<file path="config.mk">
export PLATFORM = sky130hd
export DESIGN_NAME = iq_issue_scheduler
export DESIGN_NICKNAME = d
export VERILOG_FILES = /design/src/rtl/iq_issue_scheduler.sv
export SDC_FILE = /design/constraint.sdc
export NUM_CORES = 1
export LEC_CHECK = 0
export CORE_ASPECT_RATIO = 2
export CORE_UTILIZATION = 45
export CTS_CLUSTER_DIAMETER = 80
export DETAILED_ROUTE_END_ITERATION = 7
export GPL_TIMING_DRIVEN = 1
export PLACE_DENSITY = 0.74
export SLEW_MARGIN = 20
export SYNTH_ARGS = -nofsm -noshare
export SYNTH_HDL_FRONTEND = slang
export SYNTH_SLANG_ARGS = --single-unit
</file>
<file path="constraint.sdc">
create_clock -name clk_i -period 8.3 [get_ports clk_i]
set_clock_uncertainty 0.2 [all_clocks]
set_input_delay 1.245 -clock clk_i [delete_from_list [all_inputs] [get_ports clk_i]]
set_output_delay 1.245 -clock clk_i [all_outputs]
set_load 0.1 [all_outputs]
</file>
<file path="src/rtl/iq_issue_scheduler.sv">
// Dual-slot read scheduler for the IR-stage instruction queue: picks 0/1/2 head
// pops per cycle, sequences post-flush hold-off and CSR serialization, counts stalls.
module iq_issue_scheduler #(
  parameter int NUM_ENTRIES       = 8,
  parameter int FLUSH_HOLD_CYCLES = 2,
  parameter int STALL_CNT_W       = 16
) (
  input  logic                           clk_i,
  input  logic                           rst_i,
  input  logic                           flush_i,
  input  logic [$clog2(NUM_ENTRIES):0]   iq_num_i,
  input  logic [1:0]                     head0_class_i,
  input  logic [1:0]                     head1_class_i,
  input  logic                           rr_ready_i,
  input  logic                           mem_port_busy_i,
  input  logic                           pipeline_empty_i,
  input  logic                           dual_en_i,
  output logic [1:0]                     read_head_o,
  output logic [1:0]                     issue_count_o,
  output logic [1:0]                     state_o,
  output logic [STALL_CNT_W-1:0]         stall_cnt_o
);

  // state        | meaning
  // RUN          | normal issue, up to two pops per cycle
  // HOLD         | post-flush hold-off, hold_cnt counts down to 1
  // SERIAL_WAIT  | CSR at head: wait for drain (before and after its pop)
  // SERIAL_ISSUE | CSR pops alone
  typedef enum logic [1:0] {
    ST_RUN          = 2'd0,
    ST_HOLD         = 2'd1,
    ST_SERIAL_WAIT  = 2'd2,
    ST_SERIAL_ISSUE = 2'd3
  } state_t;

  localparam int          IQW      = $clog2(NUM_ENTRIES) + 1;
  localparam logic [1:0]  CLS_MEM  = 2'd1;
  localparam logic [1:0]  CLS_CTRL = 2'd2;
  localparam logic [1:0]  CLS_CSR  = 2'd3;
  localparam logic [3:0]  HOLD_LD  = 4'(FLUSH_HOLD_CYCLES);

  state_t                 state;
  logic [3:0]             hold_cnt;
  logic                   csr_issued;
  logic [STALL_CNT_W-1:0] stall_cnt;

  logic has_one, has_two, head0_csr;
  logic slot0_ok, slot1_ok, stall_cyc;

  assign has_one   = (iq_num_i >= IQW'(1));
  assign has_two   = (iq_num_i >= IQW'(2));
  assign head0_csr = (head0_class_i == CLS_CSR);

  always_comb begin
    slot0_ok = rr_ready_i && has_one && !head0_csr &&
               !((head0_class_i == CLS_MEM) && mem_port_busy_i);
    slot1_ok = slot0_ok && dual_en_i && has_two &&
               (head1_class_i != CLS_CSR) &&
               !((head0_class_i == CLS_MEM)  && (head1_class_i == CLS_MEM)) &&
               !((head0_class_i == CLS_CTRL) && (head1_class_i == CLS_CTRL)) &&
               !((head1_class_i == CLS_MEM)  && mem_port_busy_i);
    read_head_o = 2'b00;
    // Reset and flush both squash any pop, including a pending CSR issue.
    if (!rst_i && !flush_i) begin
      case (state)
        ST_RUN:          read_head_o = {slot1_ok, slot0_ok};
        ST_SERIAL_ISSUE: read_head_o = 2'b01;
        default:         read_head_o = 2'b00;
      endcase
    end
  end

  assign issue_count_o = {1'b0, read_head_o[0]} + {1'b0, read_head_o[1]};

  assign stall_cyc = ((state == ST_RUN) || (state == ST_SERIAL_WAIT)) &&
                     has_one && (read_head_o == 2'b00) && !flush_i;

  always_ff @(posedge clk_i) begin
    if (rst_i) begin
      state      <= ST_RUN;
      hold_cnt   <= 4'd0;
      csr_issued <= 1'b0;
      stall_cnt  <= '0;
    end else begin
      if (stall_cyc && (stall_cnt != '1))
        stall_cnt <= stall_cnt + 1'b1;

      if (flush_i) begin
        state      <= ST_HOLD;
        hold_cnt   <= HOLD_LD;
        csr_issued <= 1'b0;
      end else begin
        case (state)
          ST_RUN: begin
            if (has_one && head0_csr)
              state <= ST_SERIAL_WAIT;
          end
          ST_HOLD: begin
            hold_cnt <= hold_cnt - 4'd1;
            if (hold_cnt == 4'd1) begin
              state      <= ST_RUN;
              csr_issued <= 1'b0;
            end
          end
          ST_SERIAL_WAIT: begin
            // First visit waits to issue the CSR; second visit waits for it to drain.
            if (!csr_issued) begin
              if (pipeline_empty_i && rr_ready_i)
                state <= ST_SERIAL_ISSUE;
            end else if (pipeline_empty_i) begin
              state      <= ST_RUN;
              csr_issued <= 1'b0;
            end
          end
          ST_SERIAL_ISSUE: begin
            state      <= ST_SERIAL_WAIT;
            csr_issued <= 1'b1;
          end
          default: begin
            state      <= ST_RUN;
            csr_issued <= 1'b0;
          end
        endcase
      end
    end
  end

  assign state_o     = state;
  assign stall_cnt_o = stall_cnt;

endmodule

</file>
==> impl_metrics.json <==
{
  "core.rowCount": 28,
  "pre_repair_dr_iteration_count": 4,
  "place.detailed.hpwl_um": 2690,
  "min_period_over_period_pct": 72.0,
  "cts.sinks": 23,
  "hold_path_startpoint": "stall_cnt_o[14]",
  "worstReg2RegStart": "state_o[0]",
  "root_buf_cell": "clkbuf_8",
  "cts-buffers-inserted": 3,
  "critical_path.cell_chain": "clkdlybuf4s50_1 -> or2_2 -> nor2_1 -> o311a_1 -> nand4_1 -> ha_1 -> clkdlybuf4s50_1",
  "portBuffers": 36,
  "drtIter0Drc": 49,
  "die_y_um": 82.4,
  "fin_setup_tns_ns": 0,
  "distinct_cell_type_count_after_synthesis": 40,
  "final_common_cell": "clkdlybuf4s50_1",
  "drv_slew": 0,
  "rr_worst_depth": 9,
  "post-place-cells": 227,
  "synth-seq-cells": 23,
  "critical-path-slowest-cell": "clkdlybuf4s50_1",
  "ctsHoldBuffers": 0,
  "worst_path_largest_cell_delay_ns": 1.13,
  "p_per_area_nw_per_um2": 128,
  "synth.yosys.warnings": 0,
  "power.static_leakage_uw": 0.000642,
  "worst_hold_path_cells": 2,
  "yosys_most_used_dff": "dfxtp_1",
  "design_power_total_uw": 237,
  "worst_hold_path.endpoint": "stall_cnt_o[14]",
  "critical_path_arrival_ns": 4.53,
  "crit_type": "primary input to primary output",
  "final_area_sq_um": 1850,
  "postPlaceCellArea_sq_um": 1800,
  "num_antenna_cells": 0,
  "final_period_minus_worst_setup_slack_ns": 5.98,
  "grt_pass1_vias": 1385,
  "max_slew_margin_pct": 34.6,
  "drt_drc_violations_left": 0,
  "ir_worst_vdd_v": 0.000104,
  "yosys-top-cells-area": "dfxtp_1 (32%), ha_1 (8.6%), a21oi_1 (5.5%)",
  "timing.critical_path.from_type": "primary input",
  "cts_tree": "done",
  "die_width_um": 42.2,
  "run_status": "finished, final reports clean",
  "maxCapViolations": 0,
  "path_max_fanout": 24,
  "global_route.overflow_total": 0,
  "antenna_found_initial": 0,
  "post_cts.repair.setup_buffers": 0,
  "timing.rr.end": "stall_cnt_o[15]",
  "reg2reg_slack_ns": 4.98,
  "holdCritPathClass": "register to register",
  "cts.clk_slew.worst_paths_ns": 0.08,
  "wirelength_um": 3480,
  "max_freq_mhz": 167,
  "netlist_instances": 169,
  "antenna_left": 0,
  "ys_seq_area_share_pct": 31.7,
  "crit_path_end_kind": "primary output",
  "grt_max_degree": 28,
  "crit_required_ns": 6.86,
  "grt_util_all_layers_pct": 21.8,
  "synthDominantAreaCellType": "dfxtp_1",
  "design.final.nets": 227,
  "synth-edff-count": 0,
  "dr_total_vias": 1436,
  "core_area_sq_um": 3010,
  "path_common_cell": "clkdlybuf4s50_1",
  "worst_pin_slew_ns": 0.978,
  "via_per_inst": 6.22,
  "area_growth_syn_to_layout_pct": 27.2,
  "drive_gt1_share_pct": 4.98,
  "io_pins": 37,
  "ys_async_sr_fraction_pct": 0,
  "clockBufferDepth": 2,
  "grt_first_pass_wirelength_um": 5910,
  "stdcell_count": 231,
  "synth_area_sq_um": 1450,
  "post_synth.cell_area_avg_sq_um": 8.60,
  "mappedNetlistNets": 194,
  "timing.final.hold_violations": 0,
  "die-area_sq_um": 3480,
  "gp_routability_congestion": 0.794,
  "post_cts_resize_count": 0,
  "most-common-layout-cells": "clkdlybuf4s50_1 (36), dfxtp_1 (23), a21oi_1 (16), nor2_1 (15), o21ai_0 (11)",
  "effective_utilization_at_floorplan_pct": 48.3,
  "netlist.area_leader.share_pct": 31.7,
  "final-setup-viol-count": 0,
  "clk_latency_ns": 0.26,
  "rsz_0062_raised_after_global_routing": "false",
  "htree_num_levels": 1,
  "wl_per_cell_um": 15.1
}
logic make-up (layout without fill, tap and decap cells):
kind of cell	Yosys count	in the layout	synth area share (%)
simple gates	70	70	30.6
compound gates	44	44	18.6
flops	23	23	31.7
buf+inv	14	46	4.82
fa+ha+maj	10	10	8.61
mux	5	5	3.87
xor+xnor	3	3	1.81
sequential cells by signal, summed over array words and instances, names as in the netlist:
name and cells:
stall_cnt_o 16, hold_cnt 4, state_o 2, csr_issued 1
critical path, delay by kind of cell:
family / cells / cell delay, ns
AOI/OAI and AO/OA: 1 / 0.21
and+or+nand+nor: 3 / 0.83
buffers and inverters: 2 / 1.94
adders and majority gates: 1 / 0.30
Yosys cell counts, types with 3 or more instances:
library cell / instances
o31ai_1: 8
nor2_1: 15
ha_1: 10
nand3_1: 7
nor4_2: 3
nand4_1: 6
clkbuf_1: 4
nor2b_1: 7
or4_1: 7
mux2_1: 5
nand2_1: 6
dfxtp_1: 23
o21ai_0: 11
or3_1: 4
inv_1: 6
a21oi_1: 16
per-layer routing:
layer / track usage [%] / share of wire (%) / vias to the layer above
met4: 11.9 / 2.0 / 0
li1: - / - / 700
met5: 0 / 0 / -
met1: 21.1 / 37 / 678
met2: 42.6 / 56 / 50
met3: 3.04 / 4.7 / 8
final cells by class:
type | count | area [sq um]
clock buffers | 4 | 45.0
repair buffers | 36 | 360
multi-input cells | 132 | 923
fillers | 285 | 1160
inverters | 6 | 22.5
flip-flops and latches | 23 | 460
well taps | 30 | 37.5
power by group:
part | total [uW] | switching, uW | internal, uW
clock | 68.9 | 34.7 | 34.2
sequential | 116 | 3.13 | 113
combinational | 52.2 | 33.5 | 18.8
worst max path at each step:
stage	from	endpoint	slack, ns	depth (start not counted)
after floorplan	rst_i	issue_count_o[1]	3.09	6
after global placement	rst_i	issue_count_o[0]	2.37	7
after detailed placement	rst_i	issue_count_o[0]	2.31	7
after CTS	rst_i	issue_count_o[0]	2.31	7
after global routing	rst_i	issue_count_o[0]	2.10	7
final	rst_i	issue_count_o[0]	2.32	7
per-stage QoR:
| step | utilization [%] | worst slack (ns) | hold WS [ns] |
|---|---|---|---|
| after CTS | 61.4 | 2.31 | 0.319 |
| after global placement | 59.9 | 2.37 | 0.285 |
| after global routing | 61.4 | 2.10 | 0.352 |
| final | 61.4 | 2.32 | 0.321 |
| after floorplan | - | 3.09 | 0.273 |
| after detailed placement | 59.9 | 2.31 | 0.308 |
Power figures use the tool's default switching activity.
